`config.mk`:
```
export PLATFORM = sky130hd
export DESIGN_NAME = dram_unpacker
export DESIGN_NICKNAME = d
export VERILOG_FILES = /design/src/rtl/lc_mem_pkg.sv /design/src/rtl/dram_read_issuer.sv /design/src/rtl/dram_unpacker.sv
export SDC_FILE = /design/constraint.sdc
export NUM_CORES = 1
export LEC_CHECK = 0
export ABC_AREA = 0
export CORE_MARGIN = 5
export CORE_UTILIZATION = 40
export CTS_CLUSTER_DIAMETER = 80
export DETAILED_ROUTE_END_ITERATION = 12
export GPL_TIMING_DRIVEN = 0
export SLEW_MARGIN = 20
export SYNTH_ARGS = -nofsm -noshare
export SYNTH_HDL_FRONTEND = slang
export SYNTH_SLANG_ARGS = --single-unit
```
`constraint.sdc`:
```
create_clock -name clk -period 5.9 [get_ports clk]
set_input_delay 1.18 -clock clk [delete_from_list [all_inputs] [get_ports clk]]
set_output_delay 1.18 -clock clk [all_outputs]
set_load 0.03 [all_outputs]
```
`src/rtl/lc_mem_pkg.sv`:
```
// Shared constants, FSM states and address helper for the logic-capture DDR readback path.
package lc_mem_pkg;

  localparam int SAMPLE_W         = 32;
  localparam int LINE_W           = 128;
  localparam int SAMPLES_PER_LINE = 4;
  localparam int LINE_ADX_STRIDE  = 8;

  typedef enum logic [1:0] {
    ST_IDLE,
    ST_RUN,
    ST_DONE,
    ST_DRAIN
  } state_e;

  // Four samples share one 128-bit line, and lines sit 8 address units apart.
  function automatic logic [31:0] sample_to_line_adx(input logic [31:0] sample);
    return {sample[30:2], 3'b000};
  endfunction

endpackage

```
`src/rtl/dram_read_issuer.sv`:
```
// Issues 128-bit line reads for a transfer and bounds how many are in flight.
module dram_read_issuer
  import lc_mem_pkg::*;
#(
  parameter  int IDX_W           = 25,
  parameter  int ADX_W           = 27,
  parameter  int MAX_OUTSTANDING = 4,
  localparam int OUT_W           = $clog2(MAX_OUTSTANDING + 1)
) (
  input  logic             clk,
  input  logic             resetn,
  input  logic             load_i,
  input  logic [ADX_W-1:0] first_adx_i,
  input  logic [IDX_W:0]   lines_total_i,
  input  logic             enable_i,
  input  logic             read_allowed_i,
  input  logic             pop_i,
  output logic             read_req_o,
  output logic [ADX_W-1:0] rd_adx_o,
  output logic [OUT_W-1:0] outstanding_o
);

  localparam logic [OUT_W-1:0] MaxOut = OUT_W'(MAX_OUTSTANDING);

  logic [IDX_W:0]   issued_q, issued_d;
  logic [ADX_W-1:0] adx_q, adx_d;
  logic [OUT_W-1:0] out_q, out_d;

  always_comb begin
    read_req_o = enable_i && (issued_q < lines_total_i) && (out_q < MaxOut) && read_allowed_i;
    issued_d   = issued_q;
    adx_d      = adx_q;
    out_d      = out_q;
    if (load_i) begin
      issued_d = '0;
      adx_d    = first_adx_i;
    end else if (read_req_o) begin
      issued_d = issued_q + (IDX_W+1)'(1);
      adx_d    = adx_q + ADX_W'(LINE_ADX_STRIDE);
    end
    // A same-cycle issue and pop cancel out.
    if (read_req_o && !pop_i) begin
      out_d = out_q + OUT_W'(1);
    end else if (!read_req_o && pop_i && (out_q != '0)) begin
      out_d = out_q - OUT_W'(1);
    end
  end

  always_ff @(posedge clk or negedge resetn) begin
    if (!resetn) begin
      issued_q <= '0;
      adx_q    <= '0;
      out_q    <= '0;
    end else begin
      issued_q <= issued_d;
      adx_q    <= adx_d;
      out_q    <= out_d;
    end
  end

  assign rd_adx_o      = adx_q;
  assign outstanding_o = out_q;

endmodule

```
`src/rtl/dram_unpacker.sv`:
```
// Reads a sample range back from DDR as 128-bit lines and streams it out as 32-bit samples.
module dram_unpacker
  import lc_mem_pkg::*;
#(
  parameter int IDX_W           = 25,
  parameter int ADX_W           = 27,
  parameter int MAX_OUTSTANDING = 4
) (
  input  logic                clk,
  input  logic                resetn,
  input  logic                start,
  input  logic [IDX_W-1:0]    start_sample,
  input  logic [IDX_W-1:0]    sample_count,
  input  logic                abort,
  output logic                busy,
  output logic                done,
  output logic                adx_error,
  output logic                read_req,
  output logic [ADX_W-1:0]    rd_adx,
  input  logic                read_allowed,
  input  logic                has_return_data,
  output logic                get_return_data,
  input  logic [LINE_W-1:0]   return_data,
  input  logic [ADX_W-1:0]    return_adx,
  output logic [SAMPLE_W-1:0] sample_out,
  output logic                sample_valid,
  input  logic                sample_ready
);

  localparam int OUT_W = $clog2(MAX_OUTSTANDING + 1);

  state_e            state_q, state_d;
  logic [1:0]        lane0_q, lane0_d, lane_q, lane_d;
  logic [IDX_W-1:0]  count_q, count_d, sent_q, sent_d;
  logic [IDX_W:0]    lines_total_q, lines_total_d, span;
  logic [ADX_W-1:0]  fetch_adx_q, fetch_adx_d, first_adx;
  logic [LINE_W-1:0] hold_q, hold_d;
  logic              first_q, first_d, valid_q, valid_d, adx_err_q, adx_err_d, done_q;
  logic [OUT_W-1:0]  outstanding;
  logic              start_acc, run_abort, issue_en, fetch, handshake, last_lane;

  assign first_adx = ADX_W'(sample_to_line_adx(32'(start_sample)));
  assign span      = (IDX_W+1)'(start_sample[1:0]) + (IDX_W+1)'(sample_count) + (IDX_W+1)'(3);

  dram_read_issuer #(
    .IDX_W          (IDX_W),
    .ADX_W          (ADX_W),
    .MAX_OUTSTANDING(MAX_OUTSTANDING)
  ) u_issuer (
    .clk           (clk),
    .resetn        (resetn),
    .load_i        (start_acc),
    .first_adx_i   (first_adx),
    .lines_total_i (lines_total_q),
    .enable_i      (issue_en),
    .read_allowed_i(read_allowed),
    .pop_i         (get_return_data),
    .read_req_o    (read_req),
    .rd_adx_o      (rd_adx),
    .outstanding_o (outstanding)
  );

  always_ff @(posedge clk or negedge resetn) begin
    if (!resetn) state_q <= ST_IDLE;
    else         state_q <= state_d;
  end

  always_comb begin
    state_d = state_q;
    case (state_q)
      ST_IDLE:  if (start_acc) state_d = (sample_count == '0) ? ST_DONE : ST_RUN;
      ST_RUN: begin
        if (abort) state_d = ST_DRAIN;
        else if ((sent_q == count_q) && (outstanding == '0)) state_d = ST_DONE;
      end
      ST_DONE:  state_d = ST_IDLE;
      ST_DRAIN: if (outstanding == '0) state_d = ST_IDLE;
      default:  state_d = ST_IDLE;
    endcase
  end

  // Abort takes priority over both start and any fetch in the same cycle.
  always_comb begin
    start_acc       = (state_q == ST_IDLE) && start && !abort;
    run_abort       = (state_q == ST_RUN) && abort;
    issue_en        = (state_q == ST_RUN) && !abort;
    fetch           = issue_en && !valid_q && has_return_data;
    get_return_data = fetch || ((state_q == ST_DRAIN) && has_return_data && (outstanding != '0));
    handshake       = valid_q && sample_ready;
    busy            = (state_q != ST_IDLE);
  end

  always_comb begin
    lane0_d       = lane0_q;
    count_d       = count_q;
    lines_total_d = lines_total_q;
    sent_d        = sent_q;
    fetch_adx_d   = fetch_adx_q;
    first_d       = first_q;
    valid_d       = valid_q;
    adx_err_d     = adx_err_q;
    hold_d        = hold_q;
    lane_d        = lane_q;
    last_lane     = (lane_q == 2'(SAMPLES_PER_LINE - 1)) || ((sent_q + IDX_W'(1)) == count_q);
    if (start_acc) begin
      lane0_d       = start_sample[1:0];
      count_d       = sample_count;
      lines_total_d = span >> 2;
      sent_d        = '0;
      fetch_adx_d   = first_adx;
      first_d       = 1'b1;
      valid_d       = 1'b0;
      adx_err_d     = 1'b0;
    end else if (run_abort) begin
      valid_d = 1'b0;
    end else if (fetch) begin
      hold_d      = return_data;
      lane_d      = first_q ? lane0_q : 2'd0;
      first_d     = 1'b0;
      valid_d     = 1'b1;
      fetch_adx_d = fetch_adx_q + ADX_W'(LINE_ADX_STRIDE);
      if (return_adx != fetch_adx_q) adx_err_d = 1'b1;
    end else if (handshake) begin
      // Trailing lanes past the requested count are simply dropped.
      sent_d = sent_q + IDX_W'(1);
      if (last_lane) valid_d = 1'b0;
      else           lane_d  = lane_q + 2'd1;
    end
  end

  always_ff @(posedge clk or negedge resetn) begin
    if (!resetn) begin
      lane0_q       <= '0;
      count_q       <= '0;
      lines_total_q <= '0;
      sent_q        <= '0;
      fetch_adx_q   <= '0;
      first_q       <= 1'b0;
      valid_q       <= 1'b0;
      adx_err_q     <= 1'b0;
      hold_q        <= '0;
      lane_q        <= '0;
      done_q        <= 1'b0;
    end else begin
      lane0_q       <= lane0_d;
      count_q       <= count_d;
      lines_total_q <= lines_total_d;
      sent_q        <= sent_d;
      fetch_adx_q   <= fetch_adx_d;
      first_q       <= first_d;
      valid_q       <= valid_d;
      adx_err_q     <= adx_err_d;
      hold_q        <= hold_d;
      lane_q        <= lane_d;
      done_q        <= (state_q == ST_DONE);
    end
  end

  assign done         = done_q;
  assign adx_error    = adx_err_q;
  assign sample_valid = valid_q;
  assign sample_out   = hold_q[{lane_q, 5'd0} +: SAMPLE_W];

endmodule

```
# After elaboration in Yosys (flattened, before gate mapping)
# Index checks and enable logic that the tools add are counted.
totals:
  register_bits: 295
  in_bits: 212
  out_inout_bits: 65
op_classes:
  addsub: 9
  magnitude_cmp: 2
  n_eq_ne: 13
  shift: 1
  mux: 35
  n_bitwise: 2
  n_reduce_logical: 42
op_table:
  columns: ["operator", "count"]
  rows:
  - ["$mux 27", 5]
  - ["$shiftx 128x8->32", 1]
  - ["$mux 25", 4]
  - ["$add 27x4->27 const B", 2]
  - ["$mux 26", 2]
  - ["$eq 25x25->1", 2]
  - ["$ne 27x27->1", 1]
  - ["$add 2x25->26", 1]
  - ["$add 26x1->26 const B", 1]
  - ["$add 26x2->26 const B", 1]
  - ["$lt 26x24->1", 1]
  - ["$add 25x1->25 const B", 1]
  - ["$logic_not 25->1", 1]
  - ["$mux 2", 9]
  - ["$logic_and 1x1->1", 16]
  - ["$reduce_bool 2->1", 7]
  - ["$mux 1", 12]
  - ["$reduce_and 3->1", 4]
  - ["$ne 2x2->1 const B", 5]
  - ["$pmux 2 s4", 1]
  - ["$reduce_bool 4->1", 2]
  - ["$eq 2x2->1 const B", 3]
  - ["$mux 3", 2]
  - ["$logic_not 1->1", 4]
  - ["other kinds (13)", 16]

# Depth between registers and ports, before layout
logic_depth:
  depth_word: 10
  depth_mapped: 16
  ltp_nobuf: 15

# By module
# A second synthesis with hierarchy kept.
unflattened:
  hier_cells: 1800
  area_unflattened_um2: 16101.7
modules_own_cells:
  columns: ["mod", "n_inst", "cells_per_inst", "area_each_um2", "seq_area_each_um2"]
  rows:
  - ["dram_unpacker", 1, 1313, 11891.4, 5905.7]
  - ["dram_read_issuer", 1, 487, 4210.3, 1401.3]

# Worst setup path after synthesis
# No wires, ideal clock.
synth_timing:
  kind: "input to output"
  start: "input abort"
  end: "output get_return_data"
  t_arrival_ns: 2.423
  setup_slack_ns: 2.297
  path_stages: 6
  cell_sequence: "nor3b_1 > and3b_1 > clkbuf_1 > a21oi_1 > clkbuf_1 > inv_1"
synth_via:
  elab_chain_cells: 5
synth_lines:
  columns: ["element", "line", "source"]
  rows:
  - ["start: declaration", "dram_unpacker.sv:14", "input logic abort,"]
  - ["$logic_not 1->1", "dram_unpacker.sv:86", "issue_en = (state_q == ST_RUN) && !abort;"]
  - ["$logic_and 1x1->1", "dram_unpacker.sv:86", null]
  - ["$logic_and 1x1->1 (2 in a row)", "dram_unpacker.sv:87", "fetch = issue_en && !valid_q && has_return_data;"]
  - ["$logic_or 1x1->1", "dram_unpacker.sv:88", "get_return_data = fetch || ((state_q == ST_DRAIN) && has_return_data && (outstanding != '0));"]
  - ["end: declaration", "dram_unpacker.sv:22", "output logic get_return_data,"]
# No other way between the ends.

# Worst setup path after layout
# Same ends and word-level chain as after synthesis.

==> impl_table.tex <==
\begin{tabular}{lr}
\hline
Metric & Value \\
\hline
\multicolumn{2}{l}{\textbf{STA}} \\
Tmin final & 5.373 ns \\
Final number of setup-violating endpoints & 0 \\
Final hold vios & 0 \\
Setup repair after global routing missed its margin & no \\
Normalized max-slew margin & 35.72\% \\
Clock skew & 0.02129 ns \\
Fraction of the cycle the final worst path needs & 91.06\% \\
Worst-Margin Slew & 0.9642 ns \\
Maximum operating frequency & 186.1 MHz \\
Fin. max-slew vios & 0 \\
\multicolumn{2}{l}{\textbf{Final layout}} \\
Count of placed standard cells in the final layout, fillers left out & 2605 \\
Proportion of layout cells with a drive suffix above 1 & 5.731\% \\
Layout net count & 2311 \\
Filler cell count & 3648 \\
Post-route design area & 0.01999 sq mm \\
Final core occ & 52.82\% \\
ANT cells & 0 \\
Synthesis-to-layout area growth & 29.89\% \\
\multicolumn{2}{l}{\textbf{GRT}} \\
Met1 track utilization from global routing & 31.28\% \\
Vias in the first global route & 14070 \\
All-Layer GR Usage & 23.59\% \\
Peak-usage layer in the global routing report & met2 \\
Global-route wire length before repair & 78510 um \\
Met3 Usage GRT & 5.947\% \\
Grt total ovfl & 0 \\
Met2 usage in global routing & 38.87\% \\
Largest net degree at the start of global routing & 91 \\
Initial antenna violation count & 8 \\
\multicolumn{2}{l}{\textbf{Critical path}} \\
Arrival time reported for the critical path endpoint & 4.19 ns \\
Launching element type of the critical path & primary input \\
Top fanout value on the critical path & 10 \\
Type of the worst setup path & primary input to primary output \\
Critical path capture point type & primary output \\
Worst endpoint required time & 4.72 ns \\
\multicolumn{2}{l}{\textbf{Synth}} \\
Share of flip-flops with an asynchronous set or reset & 100.0\% \\
Dominant cell type by area after synthesis & dfrtp\_1 \\
Mapped Avg Cell Area & 8.789 sq um \\
Area share of the largest cell type after synthesis & 46.99\% \\
Top cells by area, synth & dfrtp\_1 (47\%), nand2\_1 (14\%), mux4\_2 (4.7\%), o21ai\_0 (3.2\%), xor2\_1 (3.1\%) \\
Warnings from Yosys & 0 \\
Post-synth EDFFs & 0 \\
Synthesized netlist cell count & 1751 \\
Sequential-to-total area share from yosys stat & 46.99\% \\
Register bit total from synthesis & 289 \\
Yosys cell types & 70 \\
Synth Flop Type & dfrtp\_1 \\
Netlist area before placement & 0.01539 sq mm \\
\multicolumn{2}{l}{\textbf{Detailed routing}} \\
Pre-Repair DR Iteration Count & 5 \\
Routed via count divided by cell count & 5.335 \\
Wirelength, routed & 51190 um \\
Antenna violation net count after detailed routing & 0 \\
Average wire per standard cell & 19.65 um \\
Vias & 13900 \\
Violation count after the first detailed-route iteration & 690 \\
DRC viols & 0 \\
\multicolumn{2}{l}{\textbf{Clock network}} \\
Count of hold-fix buffers inserted at cts & 0 \\
Clock tree from TritonCTS & yes \\
Sink count of the clock tree & 289 \\
Maximum level of the CTS H-tree & 2 \\
Clock buffers created by TritonCTS & 36 \\
Post\_cts resized & 0 \\
Post-CTS Repair Setup Buffers & 0 \\
Clock buffer depth & 3 \\
Insertion delay of the later-clocked pin in the worst-skew pair & 0.53 ns \\
Clock-pin slew reported for the worst setup and hold paths after clock tree synthesis & 0.06 ns \\
Clock root buffer master & clkbuf\_16 \\
\multicolumn{2}{l}{\textbf{Placement}} \\
DP Cell Count & 2540 \\
IO buf count & 273 \\
Estimated wirelength of the detail-placed design & 39020 um \\
Routability Congestion & 0.8960 \\
Placed standard-cell area & 0.01886 sq mm \\
\multicolumn{2}{l}{\textbf{Power}} \\
Power Dens Cells & 468.5 mW/mm\^{}2 \\
Logic pwr share & 41.3\% \\
Largest vdd supply drop & 0.2573 mV \\
Part of the total power dissipated in sequential elements & 36.1\% \\
Clock network power share & 22.6\% \\
Total power after layout & 9.365 mW \\
Standby leakage power & 8.885 nW \\
Switching Power & 3.727 mW \\
Switching power share of the total & 39.79\% \\
Pint & 5.638 mW \\
\multicolumn{2}{l}{\textbf{Floorplanning}} \\
I/O pin count & 277 \\
FP Rows & 71 \\
Chip Height & 206.2 um \\
Starting utilization of the core area & 40.67\% \\
Die span in x & 206.2 um \\
Die Area & 0.04250 sq mm \\
Core Region & 0.03784 sq mm \\
\multicolumn{2}{l}{\textbf{Status}} \\
Outcome & finished clean \\
\multicolumn{2}{l}{\textbf{Worst hold path}} \\
Class of the tightest hold or removal check & flop to flop \\
\multicolumn{2}{l}{\textbf{Job}} \\
Max Cap Viol & 0 \\
\hline
\end{tabular}
-- final cells by class --
cell class	instances	area [sq um]	area share [%]
inverter	47	176.4	0.8825
tap	511	639.4	3.198
sequential	289	7232	36.18
timing repair buffer	276	2820	14.11
buffer	88	360.3	1.803
multi-input combinational	1329	7631	38.17
clock inverter	11	92.59	0.4632
clock buffer	54	1039	5.195
-- per-layer routing --
metal | vias to the layer above | part of all wire (%)
met5 | - | 0.21
met4 | 16 | 2.4
met3 | 85 | 7.3
met2 | 419 | 48
met1 | 6781 | 43
li1 | 6597 | -
-- worst max-delay path, stage by stage --
cell	delay, ns
clkdlybuf4s50_1	0.54
nor3b_1	0.69
and3b_1	0.25
clkbuf_1	0.32
a21oi_1	0.12
clkbuf_1	0.25
inv_1	0.14
clkdlybuf4s50_1	0.69
-- logic make-up after synthesis --
group | count (synthesis) | synth area share (%)
and+or+nand+nor | 888 | 25.51
adders and majority gates | 32 | 2.699
muxes | 38 | 5.089
AOI/OAI and AO/OA | 262 | 10.18
DFF | 289 | 46.99
other | 1 | 0.02437
buffers and inverters | 135 | 3.472
xor gates and xnor gates | 106 | 6.033
-- flip-flops by register name, summed over array words and instances (netlist names), 2 cells and up --
name,cells
u_issuer.issued_q,26
lane_q,2
u_issuer.outstanding_o,3
u_issuer.rd_adx_o,24
count_q,25
lane0_q,2
sent_q,25
hold_q,128
fetch_adx_q,24
lines_total_q,24
state_q,2
-- stage by stage --
stage | setup TNS, ns | setup slack [ns] | hold WS [ns]
3_3_place_gp | -2651.00 | -9.193 | 0.4525
2_1_floorplan | 0 | 2.297 | 0.4403
5_1_grt | 0 | 0.3767 | 0.4822
6_report | 0 | 0.5275 | 0.4661
3_5_place_dp | 0 | 0.5469 | 0.4586
4_1_cts | 0 | 0.5429 | 0.4721
-- worst paths after layout --
kind                                                  startpoint                                     to  slack (ns)  cells after the start
worst max-delay path                                       abort                        get_return_data        0.53                      8
worst max register to register  u_issuer.issued_q[3]$_DFFE_PN0P_  u_issuer.outstanding_o[1]$_DFFE_PN0P_        2.09                     14
worst min register to register            hold_q[89]$_DFFE_PN0P_                 hold_q[89]$_DFFE_PN0P_        0.47                      2
max in group asynchronous                                 resetn      u_issuer.rd_adx_o[12]$_DFFE_PN0P_        4.17                      3
worst min-delay path                      hold_q[89]$_DFFE_PN0P_                 hold_q[89]$_DFFE_PN0P_        0.47                      2
min in group asynchronous                                 resetn                hold_q[124]$_DFFE_PN0P_        0.61                      1
-- power by group through the flow --
stage	logic [mW]	registers, mW	clock network (mW)
CTS	3.89	3.38	2.17
detailed placement	3.86	3.39	0
finish	3.86	3.38	2.12
floorplan	2.34	3.35	0
global placement	3.79	3.39	0
global route	4.23	3.48	2.25
-- layout by cell type (no fill, tap or decap), types with 6 or more instances in the layout --
| cell type | count |
|---|---|
| dfrtp_1 | 289 |
| mux4_2 | 32 |
| or4_1 | 9 |
| buf_1 | 6 |
| or3_1 | 35 |
| xor2_1 | 54 |
| ha_1 | 30 |
| clkbuf_8 | 7 |
| o31ai_1 | 15 |
| inv_1 | 46 |
| a211oi_1 | 6 |
| a21o_1 | 14 |
| clkbuf_1 | 82 |
| xnor2_1 | 52 |
| clkdlybuf4s50_1 | 272 |
| and2_1 | 7 |
| clkinv_2 | 6 |
| nor3_1 | 20 |
| a31oi_1 | 20 |
| nor4_1 | 14 |
| clkbuf_16 | 36 |
| nand2b_1 | 9 |
| and3_1 | 27 |
| nor2_1 | 101 |
| o21ai_0 | 99 |
| nand3_1 | 40 |
| nand4_1 | 32 |
| nand2_1 | 559 |
| a21oi_1 | 68 |
-- cells in the mapped netlist, types with 14 or more instances --
| master | instances |
|---|---|
| a21o_1 | 14 |
| a21oi_1 | 68 |
| a31oi_1 | 20 |
| and3_1 | 27 |
| clkbuf_1 | 71 |
| dfrtp_1 | 289 |
| ha_1 | 30 |
| inv_1 | 46 |
| mux4_2 | 32 |
| nand2_1 | 559 |
| nand3_1 | 40 |
| nand4_1 | 32 |
| nor2_1 | 101 |
| nor3_1 | 20 |
| nor4_1 | 14 |
| o21ai_0 | 99 |
| o31ai_1 | 15 |
| or3_1 | 35 |
| xnor2_1 | 52 |
| xor2_1 | 54 |
Power figures use the tool's default switching activity.
